[src/rtl/mult_accumulator.sv]
`timescale 1ns/1ps
`default_nettype none
// ============================================================================
// Module      : mult_accumulator
// Description : Sums Max_Count unsigned products from an upstream multiplier
//               into a saturating accumulator. The final sum is offered with
//               a valid/ready handshake; a sticky flag reports saturation.
// Revision    : 1.0 - initial release
// ============================================================================
module mult_accumulator #(
   parameter int Width     = 8,
   parameter int Acc_Width = 10,
   parameter int Max_Count = 8
) (
   input  logic                 clk,
   input  logic                 rst,
   input  logic                 clear,
   input  logic [Width-1:0]     product,
   input  logic                 in_valid,
   output logic                 in_ready,
   output logic [Acc_Width-1:0] acc_out,
   output logic [3:0]           count,
   output logic                 out_valid,
   input  logic                 out_ready,
   output logic                 overflow
);

   // Sum is one bit wider than the wider operand so a carry is never lost
   // before the saturation compare.
   localparam int c_SUM_W = ((Width > Acc_Width) ? Width : Acc_Width) + 1;
   localparam logic [c_SUM_W-1:0] c_ACC_MAX =
      {{(c_SUM_W-Acc_Width){1'b0}}, {Acc_Width{1'b1}}};
   localparam logic [3:0] c_MAX_CNT = 4'(Max_Count);

   typedef enum logic [1:0] {
      IDLE  = 2'd0,
      ACCUM = 2'd1,
      DONE  = 2'd2
   } state_t;

   state_t               state_q, state_d;
   logic [Acc_Width-1:0] acc_q, acc_d;
   logic [3:0]           cnt_q, cnt_d;
   logic                 ovf_q, ovf_d;

   logic [c_SUM_W-1:0]   w_base;
   logic [c_SUM_W-1:0]   w_sum;
   logic                 w_sat;
   logic [Acc_Width-1:0] w_acc_next;

   // Handshake outputs decode only the registered state, so there is no
   // combinational path from in_valid or out_ready.
   assign in_ready  = (state_q != DONE);
   assign out_valid = (state_q == DONE);
   assign acc_out   = acc_q;
   assign count     = cnt_q;
   assign overflow  = ovf_q;

   // A batch starts from zero in IDLE; otherwise add onto the running sum.
   // Once saturated, acc_q is the maximum so any further sum also clamps.
   assign w_base     = (state_q == IDLE) ? '0 : c_SUM_W'(acc_q);
   assign w_sum      = w_base + c_SUM_W'(product);
   assign w_sat      = (w_sum > c_ACC_MAX);
   assign w_acc_next = w_sat ? {Acc_Width{1'b1}} : w_sum[Acc_Width-1:0];

   // State register with immediate (asynchronous) reset.
   always_ff @(posedge clk or posedge rst) begin
      if (rst) begin
         state_q <= IDLE;
         acc_q   <= '0;
         cnt_q   <= '0;
         ovf_q   <= 1'b0;
      end else begin
         state_q <= state_d;
         acc_q   <= acc_d;
         cnt_q   <= cnt_d;
         ovf_q   <= ovf_d;
      end
   end

   // Next-state and datapath: clear beats accept and the DONE handshake.
   always_comb begin
      state_d = state_q;
      acc_d   = acc_q;
      cnt_d   = cnt_q;
      ovf_d   = ovf_q;
      if (clear) begin
         state_d = IDLE;
         acc_d   = '0;
         cnt_d   = '0;
         ovf_d   = 1'b0;
      end else begin
         case (state_q)
            IDLE: begin
               if (in_valid) begin
                  acc_d   = w_acc_next;
                  cnt_d   = 4'd1;
                  ovf_d   = w_sat;
                  state_d = ACCUM;
               end
            end
            ACCUM: begin
               if (in_valid) begin
                  acc_d = w_acc_next;
                  cnt_d = cnt_q + 4'd1;
                  ovf_d = ovf_q | w_sat;
                  if ((cnt_q + 4'd1) == c_MAX_CNT) begin
                     state_d = DONE;
                  end
               end
            end
            DONE: begin
               if (out_ready) begin
                  state_d = IDLE;
                  acc_d   = '0;
                  cnt_d   = '0;
                  ovf_d   = 1'b0;
               end
            end
            default: begin
               state_d = IDLE;
               acc_d   = '0;
               cnt_d   = '0;
               ovf_d   = 1'b0;
            end
         endcase
      end
   end

endmodule
`default_nettype wire

[config.mk]
export PLATFORM = sky130hd
export DESIGN_NAME = mult_accumulator
export DESIGN_NICKNAME = d
export VERILOG_FILES = /design/src/rtl/mult_accumulator.sv
export SDC_FILE = /design/constraint.sdc
export NUM_CORES = 1
export LEC_CHECK = 0
export CORE_MARGIN = 3
export CORE_UTILIZATION = 54
export CTS_BUF_LIST = sky130_fd_sc_hd__clkbuf_4 sky130_fd_sc_hd__clkbuf_8 sky130_fd_sc_hd__clkbuf_16
export DETAILED_ROUTE_END_ITERATION = 8
export GPL_TIMING_DRIVEN = 0
export PLACE_DENSITY = 0.85
export SYNTH_ARGS = -nofsm -noshare
export SYNTH_HDL_FRONTEND = slang
export SYNTH_SLANG_ARGS = --single-unit
[constraint.sdc]
create_clock -name clk -period 7.7 [get_ports clk]
set_clock_uncertainty 0.05 [all_clocks]
set_input_delay 1.155 -clock clk [delete_from_list [all_inputs] [get_ports clk]]
set_output_delay 1.155 -clock clk [all_outputs]
set_load 0.1 [all_outputs]
# Yosys cells after proc, flatten, opt, wreduce, memory -nomap -nowiden
# Index checks and enable logic that the tools add are counted.
# Widths: inputs -> output; s select.
# op_classes
add_sub_neg	2
order_cmp	1
eq_ne	9
muxes	22
bitwise	1
reduce_logical	5
# op_table
op	n
$mux 10	5
$pmux 10 s2	1
$mux 4	4
$pmux 4 s3	1
$add 10x8->11	1
$gt 11x10->1 const B	1
$mux 2	5
$ne 3x3->1 const B	3
$pmux 2 s3	1
$add 4x1->4 const B	1
$eq 4x4->1 const B	1
$mux 1	4
$reduce_and 4->1	1
$ne 3x1->1 const B	1
$ne 3x2->1 const B	1
$pmux 1 s3	1
$reduce_and 3->1	1
$eq 2x1->1 const B	1
$eq 2x2->1 const B	1
$logic_not 2->1	1
$ne 2x2->1 const B	1
$reduce_and 2->1	1
$reduce_or 2->1	1
$or 1x1->1	1
# totals
regBits	17
in_bits	13
output_inout_bits	17
word_cells	44

# Longest topological paths before layout
# Gate-level depths: netlist of run 1.
# depth
word_depth	8
ltp_mapped	12
depth_no_buf	10

# Least setup slack after synthesis of run 1
# No wires, ideal clock.
# synth_timing
path_type	register to output
from	reg state_q[0]
to	out out_valid
arrival_time_ns	2.028
t_required_ns	6.495
slack_ns	4.467
path_stages_with_launch	4
n_path_buf	1
cell_sequence	dfrtp_1 -> buf_6 -> nand2b_1 -> inv_1
# synth_between
elab_chain_cells	1
# synth_rtl
element	line_no	source
start, declared	41	state_t state_q, state_d;
start signal, assigned	74	state_q <= state_d;
$eq 2x2->1	54	assign out_valid = (state_q == DONE);
end, declared	23	output logic out_valid,
# Every way passes these cells.

# Final worst setup path of run 1
# Ends and elaborated chain as after synthesis.

==> reports/results.tsv, run 1 <==
stage	metric	value	unit
outcome	status	completed	
finish	mostFrequentLayoutCell	clkdlybuf4s50_1	
pwr	vdd_drop_max	0.0001385	V
worst_setup_path	cp-endpoint	out_valid	
finish	drive_gt1_share	11.60	%
yosys	synth_top_family_by_area	compound AO/OA/AOI/OAI gates	
global_routing	grt_pass1_vias	1306	
yosys	yosys.area.top_type	dfrtp_1	
placed_design	portBuffers	29	
worst_hold_path	min_path_type	flip-flop to flip-flop	
global_routing	grt_start_max_net_pins	18	
worst_setup_path	worstReg2RegStart	state_q[0]$_DFFE_PP0P_	
timing	whs	447.2	ps
yosys	yosysSeqAreaShare	31.39	%
worst_setup_path	crit_fanout	10	
clocking	cts-root-buf	clkbuf_4	
placed_design	dp_cells	205	
routing	drtIter0Drc	34	
finish	syn_to_final_growth	26.22	%
global_routing	antenna_found_initial	0	
die	core	2297	µm²
timing	worst_pin_slew	979.5	ps
placed_design	dp_hpwl	2779	µm
finish	stdcell_count	209	
routing	vias	1335	
routing	vias_per_cell	6.388	
timing	rsz0062_at_grt	no	
yosys	synth_area_per_cell	9.156	µm²
worst_hold_path	whs_path_depth	2	
routing	wl_per_cell	17.08	µm
global_routing	grt_pass1_wl	5878	µm
yosys	ys.flop_type	dfrtp_1	
die	rows	17	
finish	fillers	183	
timing	fmax	292.4	MHz
finish	nets	205	
timing	finalHoldViolCount	0	
worst_setup_path	reg2reg_depth	12	
routing	wl	3569	µm
worst_setup_path	cp.arrival	2220	ps
die	die_h	56.10	µm
routing	ant_nets	0	
yosys	synth_top_cell_area_share	31.39	%
timing	slew_viol_final	0	
worst_setup_path	required	6490	ps
die	die_w	56.10	µm
pwr	p_total	0.0002476	W
clocking	cts_resized	0	
worst_setup_path	endpoint_kind	primary output	
clocking	clk-insertion-delay-late	300	ps
global_routing	gr-total-overflow	0	
clocking	ctsHtreeMaxLevel	1	
clocking	post_cts_buffers	0	
yosys	syn_inst	148	
yosys	synth_edf_count	0	
run	maxCapViolations	0	
worst_setup_path	cp-start-kind	flip-flop	
yosys	muxShareOfSynthArea	0	%
timing	setup_violations	0	
yosys	synth-compound-area-share	30.66	%
global_routing	grt.total_usage	23.81	%
worst_setup_path	reg2reg_slack	4880	ps
pwr	p_leak	0.7834	nW
clocking	cts_buffers	3	
timing	final.setup.tns	0	ps
yosys	ys_seq_elements	17	
yosys	syn_area	1355	µm²
timing	slew_headroom	34.50	%
clocking	path_clk_slew	100	ps
clocking	clockBufferDepth	2	
routing	drc_errors	0	
die	initial_core_util	58.99	%
yosys	synth_fa_ha_area_share	9.788	%
timing	finalCritPeriodShare	44.42	%
finish	num_antenna_cells	0	
clocking	cts.sinks	17	
yosys	yosys_warnings	0	
routing	first_pass_iters	4	
yosys	synthSimpleGateAreaFrac	22.07	%
timing	min_period	3420	ps
yosys	synth_xor_area_share	1.939	%
die	fp.dieArea	3147	µm²
die	io_pins	30	
yosys	ys_types	46	
finish	final_cell_mix	clkdlybuf4s50_1, dfrtp_1, nand2_1	
worst_setup_path	worstSetupPathType	flip-flop to primary output	
yosys	async_flop_share	100.0	%
worst_setup_path	reg2reg_to	acc_out[7]$_DFFE_PP0P_	
yosys	synth_area_leaders	dfrtp_1, ha_1, o21ai_1, a21o_1, nand2_1	
yosys	synthesis.nets	171	
placed_design	place.gp.congestion	0.8317	
pwr	powerDensity	144.8	nW/µm²
clocking	cts_tree	built	
clocking	cts_hold_buffers	0	
worst_setup_path	cp-startpoint	state_q[0]$_DFFE_PP0P_	
==> cells by family (layout without fill, tap and decap cells) <==
group	Yosys count	count (layout)
fa+ha+maj	10	10
flops	17	17
xor+xnor	3	3
buf+inv	9	42
simple gates	54	54
compound gates	55	55
==> worst max-delay path, stage by stage (launching register included) <==
cell,delay [ps]
dfrtp_1,390
buf_6,140
nand2b_1,180
inv_1,70
clkdlybuf4s50_1,1130
==> worst min path at each step <==
stage	from	end
2_1_floorplan	state_q[0]$_DFFE_PP0P_	state_q[0]$_DFFE_PP0P_
3_3_place_gp	overflow$_DFFE_PP0P_	overflow$_DFFE_PP0P_
3_5_place_dp	overflow$_DFFE_PP0P_	overflow$_DFFE_PP0P_
4_1_cts	overflow$_DFFE_PP0P_	overflow$_DFFE_PP0P_
5_1_grt	overflow$_DFFE_PP0P_	overflow$_DFFE_PP0P_
6_report	overflow$_DFFE_PP0P_	overflow$_DFFE_PP0P_
==> sequential cells by signal, summed over array words and instances (netlist names) <==
register  flops
overflow      1
state_q       2
acc_out      10
count         4
==> final cells by class <==
class,instances,area (µm²),area share [%]
plain buffers,4,37.54,2.195
clock buffers,4,30.03,1.756
inverters,5,18.77,1.097
multi-input cells,122,873.3,51.06
flip-flops and latches,17,425.4,24.87
well taps,28,35.03,2.048
repair buffers,29,290.3,16.97
==> power by group <==
group	leakage, nW	internal (W)	switching (W)
registers	0.229	0.0000939	0.00000448
clock network	0.0184	0.0000237	0.0000295
logic	0.536	0.0000323	0.0000637
==> Yosys cell counts (4+ instances only) <==
master   instances
a21oi_1          6
ha_1             9
nand2_1         14
o21ai_1         11
dfrtp_1         17
nand3_1          6
a21o_1           7
inv_1            5
nor3_1           5
and2_1           8
nor2_1           6
o21a_1           6
o21ai_0          4
==> per-layer routing <==
layer	global-route usage, %	wire length, µm	vias to the layer above
met2	39.07	1776	61
met5	0	0	-
met3	6.265	270	13
met1	27.94	1418	645
met4	13.22	104	0
li1	-	-	616
==> stage by stage <==
stage          instance area, µm²  utilization, %  setup WS [ps]
3_3_place_gp                 1680           73.15           4249
2_1_floorplan                1355               -           4467
5_1_grt                      1710           74.46           4187
6_report                     1710           74.46           4280
3_5_place_dp                 1680           73.15           4197
4_1_cts                      1710           74.46           4269
Note: power is estimated with default switching activity, not from simulation.
==> run 2: changes to the inputs <==
--- a/config.mk
+++ b/config.mk
@@ -6,11 +6,11 @@
 export NUM_CORES = 1
 export LEC_CHECK = 0
 export CORE_MARGIN = 3
-export CORE_UTILIZATION = 54
+export CORE_UTILIZATION = 45
 export CTS_BUF_LIST = sky130_fd_sc_hd__clkbuf_4 sky130_fd_sc_hd__clkbuf_8 sky130_fd_sc_hd__clkbuf_16
 export DETAILED_ROUTE_END_ITERATION = 8
 export GPL_TIMING_DRIVEN = 0
-export PLACE_DENSITY = 0.85
+export PLACE_DENSITY = 0.75
 export SYNTH_ARGS = -nofsm -noshare
 export SYNTH_HDL_FRONTEND = slang
 export SYNTH_SLANG_ARGS = --single-unit
==> constraint.sdc (replaced) <==
create_clock -name clk -period 3.05 [get_ports clk]
set_clock_uncertainty 0.05 [all_clocks]
set_input_delay 0.4575 -clock clk [delete_from_list [all_inputs] [get_ports clk]]
set_output_delay 0.4575 -clock clk [all_outputs]
set_load 0.1 [all_outputs]
==> reports/results.tsv, run 2 (synthesized netlist as in run 1, its figures left out) <==
stage	metric	value	unit	change
finish	syn_to_final_growth	26.50	%	
routing	wl_per_cell	16.19	µm	-5.2%
global_routing	grt.total_usage	19.90	%	-3.9 points
pwr	clockPowerShare	21.4	%	about the same
run	maxCapViolations	0		unchanged
worst_setup_path	cp.arrival	3020	ps	+800 ps
worst_setup_path	crit_fanout	10		unchanged
routing	vias	1241		-7.0%
pwr	power.internal	0.0003685	W	+150%
finish	drive_gt1_share	11.60	%	unchanged
finish	mostFrequentLayoutCell	clkdlybuf4s50_1		
finish	final_cell_mix	clkdlybuf4s50_1, dfrtp_1, nand2_1		
placed_design	dp_hpwl	2543	µm	-8.5%
placed_design	place.gp.congestion	0.8572		+3.1%
clocking	cts_tree	built		
pwr	netSwitchingPower	0.0002519	W	+160%
die	io_pins	30		unchanged
worst_setup_path	critPathTopFamily	compound AO/OA/AOI/OAI gates		
timing	setup_violations	0		unchanged
pwr	pwr-share-seq	39.9	%	+0.2 points
global_routing	antenna_found_initial	0		unchanged
clocking	cts_hold_buffers	0		unchanged
die	fp.dieArea	3706	µm²	+18%
worst_setup_path	endpoint_kind	flip-flop		
finish	fin_area	1714	µm²	+0.22%
timing	min_period	2866	ps	
worst_setup_path	cp_slowest_stage_delay	390	ps	-740 ps
finish	largest_reg_flops	10		unchanged
clocking	ctsHtreeMaxLevel	1		unchanged
die	die_h	60.88	µm	+8.5%
worst_setup_path	cpMaxStageDelayCell	dfrtp_1		
timing	finalHoldViolCount	0		unchanged
global_routing	grt_pass1_vias	1230		-5.8%
pwr	vdd_drop_max	0.0002913	V	+110%
finish	nets	205		unchanged
die	die_w	60.88	µm	+8.5%
worst_setup_path	cpMostUsedCell	buf_6		
global_routing	grt_pass1_wl	5533	µm	-5.9%
clocking	cts-root-buf	clkbuf_4		
placed_design	portBuffers	29		unchanged
routing	wl	3432	µm	-3.8%
clocking	cts_resized	0		unchanged
routing	drc_errors	0		unchanged
routing	vias_per_cell	5.854		-8.4%
clocking	path_clk_slew	110	ps	about the same
timing	slew_headroom	34.29	%	-0.21 points
worst_setup_path	worstSetupPathType	flip-flop to flip-flop		
worst_setup_path	crit_chain	buf_6 > or2_1 > buf_6 > and2_1 > ha_1 > inv_1 > fa_1 > nor2b_4 > o31ai_1 > a211o_4 > nor2_1 > a211o_1		
die	initial_core_util	48.31	%	-11 points
pwr	pwr-share-comb	38.7	%	about the same
clocking	post_cts_buffers	0		unchanged
pwr	powerDensity	362.0	nW/µm²	+150%
routing	drtIter0Drc	52		+53%
timing	slew_viol_final	0		unchanged
timing	rsz0062_at_grt	no		
worst_setup_path	required	3200	ps	-3290 ps
finish	num_antenna_cells	0		unchanged
timing	worst_pin_slew	982.6	ps	+3.158 ps
timing	fmax	348.9	MHz	
global_routing	grt_start_max_net_pins	18		unchanged
placed_design	dp_slack	219.3	ps	-3977 ps
clocking	cts_buffers	3		unchanged
routing	ant_nets	0		unchanged
pwr	p_leak	0.7790	nW	-0.57%
worst_hold_path	min_path_type	flip-flop to flip-flop		
routing	first_pass_iters	4		unchanged
worst_setup_path	cp-start-kind	flip-flop		
die	rows	19		+2
worst_setup_path	worst-path-buf-inv	3		unchanged
timing	final.setup.tns	0	ps	unchanged
global_routing	gr-total-overflow	0		unchanged
outcome	status	completed		
clocking	clk-insertion-delay-late	300	ps	about the same
clocking	cts.sinks	17		unchanged
placed_design	placed_cell_area	1684	µm²	+0.22%
clocking	clockBufferDepth	2		unchanged
timing	fin_ws	184.2	ps	-4096 ps
pwr	switching_share	40.60	%	+1.2 points
die	core	2805	µm²	+22%
timing	finalCritPeriodShare	93.96	%	
==> run 2: changes by cell type in the layout (fill, tap and decap cells not counted) <==
| cell | previous run | this run |
|---|---|---|
| clkbuf_4 | 4 | 3 |
| clkinvlp_4 | 0 | 1 |
==> run 2: power by group through the flow <==
stage               sequential, W  combinational, W  clock [W]
global placement         0.000251          0.000235          0
detailed placement       0.000252          0.000238          0
floorplan                0.000329         0.0000964          0
CTS                      0.000248          0.000240   0.000135
finish                   0.000248          0.000240   0.000132
global route             0.000249          0.000257   0.000145
==> run 2: stage by stage <==
| stage | utilization, % | hold slack, ps | total power (W) | cells |
|---|---|---|---|---|
| final | 61.11 | 470.9 | 0.0006205 | 212 |
| after global routing | 61.11 | 494.6 | 0.0006517 | 212 |
| after CTS | 61.11 | 463.8 | 0.0006221 | 212 |
| after detailed placement | 60.04 | 440.3 | 0.0004905 | 208 |
| after global placement | 60.04 | 433.9 | 0.0004864 | 208 |
| after floorplan | - | 333.6 | 0.0004255 | 148 |
==> run 2: worst reg2reg max path, cell delays in order (launching register included) <==
cell     delay (ps)
dfrtp_1         390
buf_6           140
or2_1           230
buf_6           140
and2_1          160
ha_1            250
inv_1           100
fa_1            270
nor2b_4          70
o31ai_1         380
a211o_4         270
nor2_1           50
a211o_1         270
==> run 2: final cells by class <==
cell class | count | area, µm²
fill | 249 | 1091
tap | 31 | 38.79
clock buffer | 3 | 22.52
inverter | 5 | 18.77
clock inverter | 1 | 7.507
buffer | 4 | 37.54
timing repair buffer | 29 | 290.3
multi-input combinational | 122 | 873.3
sequential | 17 | 425.4
==> run 2: worst paths after layout <==
kind | depth (start not counted) | slack [ps] | from | to
setup / recovery | 12 | 180 | state_q[0]$_DFFE_PP0P_ | acc_out[7]$_DFFE_PP0P_
hold / removal | 2 | 470 | overflow$_DFFE_PP0P_ | overflow$_DFFE_PP0P_
setup reg to reg | 12 | 180 | state_q[0]$_DFFE_PP0P_ | acc_out[7]$_DFFE_PP0P_
hold reg to reg | 2 | 470 | overflow$_DFFE_PP0P_ | overflow$_DFFE_PP0P_
max in group asynchronous | 2 | 2040 | rst | acc_out[7]$_DFFE_PP0P_
min in group asynchronous | 2 | 490 | rst | acc_out[0]$_DFFE_PP0P_
==> run 2: metal layers <==
metal	wire, µm	track usage [%]	part of all wire [%]	vias to the layer above
li1	-	-	-	618
met3	180	5.106	5.2	2
met1	1597	27.21	47	574
met4	13	5.882	0.38	0
met2	1641	30.99	48	47
met5	0	0	0	-
==> run 3: changes to the inputs <==
==> config.mk (replaced) <==
export PLATFORM = sky130hd
export DESIGN_NAME = mult_accumulator
export DESIGN_NICKNAME = d
export VERILOG_FILES = /design/src/rtl/mult_accumulator.sv
export SDC_FILE = /design/constraint.sdc
export NUM_CORES = 1
export LEC_CHECK = 0
export CELL_PAD_IN_SITES_DETAIL_PLACEMENT = 1
export CELL_PAD_IN_SITES_GLOBAL_PLACEMENT = 1
export CORE_MARGIN = 3
export CORE_UTILIZATION = 34
export DETAILED_ROUTE_END_ITERATION = 8
export GPL_TIMING_DRIVEN = 0
export PLACE_DENSITY_LB_ADDON = 0.1
export SYNTH_ARGS = -nofsm -noshare
export SYNTH_HDL_FRONTEND = slang
export SYNTH_SLANG_ARGS = --single-unit
==> reports/results.tsv, run 3 (synthesized netlist as in run 1, its figures left out) <==
stage	metric	value	unit	change
timing	setup_violations	0		unchanged
timing	finalCritPeriodShare	91.95	%	-2.0 points
routing	ant_nets	0		unchanged
timing	fmax	356.6	MHz	+2.2%
timing	final.setup.tns	0	ps	unchanged
clocking	cts_hold_buffers	0		unchanged
clocking	post_cts_buffers	0		unchanged
clocking	cts-root-buf	clkbuf_8		
outcome	status	completed		
placed_design	dp_cells	225		+8.2%
die	initial_core_util	36.20	%	-12 points
timing	slew_headroom	35.02	%	+0.73 points
clocking	clk-insertion-delay-late	260	ps	-40 ps
finish	final_cell_mix	clkdlybuf4s50_1, dfrtp_1, nand2_1		
global_routing	gr-total-overflow	0		unchanged
worst_setup_path	required	3150	ps	-50 ps
clocking	path_clk_slew	70	ps	-40 ps
global_routing	grt_pass1_wl	6699	µm	+21%
pwr	vdd_drop_max	0.0002804	V	-3.7%
finish	stdcell_count	229		+8.0%
worst_setup_path	cp-start-kind	flip-flop		
placed_design	portBuffers	29		unchanged
global_routing	grt_pass1_vias	1294		+5.2%
clocking	cts_resized	0		unchanged
finish	mostFrequentLayoutCell	clkdlybuf4s50_1		
placed_design	dp_hpwl	3118	µm	+23%
timing	finalHoldViolCount	0		unchanged
clocking	cts.sinks	17		unchanged
finish	fin_area	1750	µm²	+2.1%
worst_setup_path	cp.arrival	2900	ps	-120 ps
global_routing	grt_start_max_net_pins	18		unchanged
worst_hold_path	min_path_type	flip-flop to flip-flop		
run	maxCapViolations	0		unchanged
routing	vias_per_cell	5.402		-7.7%
pwr	p_leak	0.7878	nW	+1.1%
finish	nets	205		unchanged
finish	largest_reg_flops	10		unchanged
die	fp.dieArea	4779	µm²	+29%
pwr	powerDensity	379.5	nW/µm²	+4.9%
clocking	cts_tree	built		
clocking	clockBufferDepth	2		unchanged
worst_setup_path	endpoint_kind	flip-flop		
routing	drtIter0Drc	69		+33%
worst_setup_path	worstSetupPathType	flip-flop to flip-flop		
routing	wl	3940	µm	+15%
finish	num_antenna_cells	0		unchanged
die	io_pins	30		unchanged
placed_design	place.gp.congestion	0.7897		-7.9%
worst_setup_path	reg2reg_slack	250	ps	+60 ps
die	die_h	69.13	µm	+14%
timing	rsz0062_at_grt	no		
finish	final_util	46.76	%	-14 points
clocking	cts_buffers	3		unchanged
die	rows	22		+3
timing	worst_pin_slew	971.7	ps	-10.97 ps
finish	syn_to_final_growth	29.18	%	
worst_setup_path	crit_fanout	10		unchanged
timing	slew_viol_final	0		unchanged
finish	drive_gt1_share	11.05	%	-0.55 points
placed_design	placed_cell_area	1705	µm²	+1.3%
clocking	ctsHtreeMaxLevel	1		unchanged
die	core	3744	µm²	+33%
routing	vias	1237		-0.32%
timing	min_period	2805	ps	-61.19 ps
global_routing	antenna_found_initial	0		unchanged
die	die_w	69.13	µm	+14%
routing	first_pass_iters	4		unchanged
global_routing	grt.total_usage	17.36	%	-2.5 points
routing	wl_per_cell	17.21	µm	+6.3%
routing	drc_errors	0		unchanged
-- run 3: changes by cell type in the layout (fill, tap and decap cells not counted) --
| cell | change |
|---|---|
| clkbuf_1 | +1 |
| clkbuf_8 | +3 |
| clkbuf_4 | -3 |
| clkinvlp_4 | -1 |
-- run 3: report_power, final --
part	switching, W	total (W)	internal (W)
Combinational	0.000161	0.000243	0.0000816
Clock	0.0000804	0.000173	0.0000929
Sequential	0.0000112	0.000249	0.000237
-- run 3: per-stage QoR --
step | total power (W) | hold WS (ps) | setup slack, ps
global placement | 0.0004891 | 431.9 | 254.6
floorplan | 0.0004255 | 333.6 | 220.4
detailed placement | 0.0004958 | 435.4 | 206.0
CTS | 0.0006704 | 451.8 | 230.4
global route | 0.0007017 | 468.8 | 120.0
finish | 0.0006643 | 450.6 | 245.4
-- run 3: cell type report --
cell class | instances | area [µm²]
Buffer | 4 | 37.54
Clock buffer | 4 | 45.04
Fill cell | 453 | 1993
Inverter | 5 | 18.77
Multi-Input combinational cell | 122 | 873.3
Sequential cell | 17 | 425.4
Tap cell | 48 | 60.06
Timing Repair Buffer | 29 | 290.3
-- run 3: worst max-delay path, stage by stage, from the launching register on --
cell,delay (ps)
dfrtp_1,370
buf_6,140
or2_1,230
buf_6,140
and2_1,150
ha_1,230
inv_1,80
fa_1,250
nor2b_4,70
o31ai_1,380
a211o_4,270
nor2_1,60
a211o_1,270
-- run 3: worst paths after layout --
check,from,end,cells past startpoint
worst min-delay path,overflow$_DFFE_PP0P_,overflow$_DFFE_PP0P_,2
max in group asynchronous,rst,acc_out[4]$_DFFE_PP0P_,2
worst max register to register,state_q[0]$_DFFE_PP0P_,acc_out[7]$_DFFE_PP0P_,12
min in group asynchronous,rst,overflow$_DFFE_PP0P_,2
worst min register to register,overflow$_DFFE_PP0P_,overflow$_DFFE_PP0P_,2
worst max-delay path,state_q[0]$_DFFE_PP0P_,acc_out[7]$_DFFE_PP0P_,12
-- run 3: layer usage --
metal,global-route usage [%],share of wire (%),vias up
met2,29.03,51,20
met4,3.254,0.63,0
met5,0,0,-
met3,4.227,2.9,4
met1,22.82,46,595
li1,-,-,618
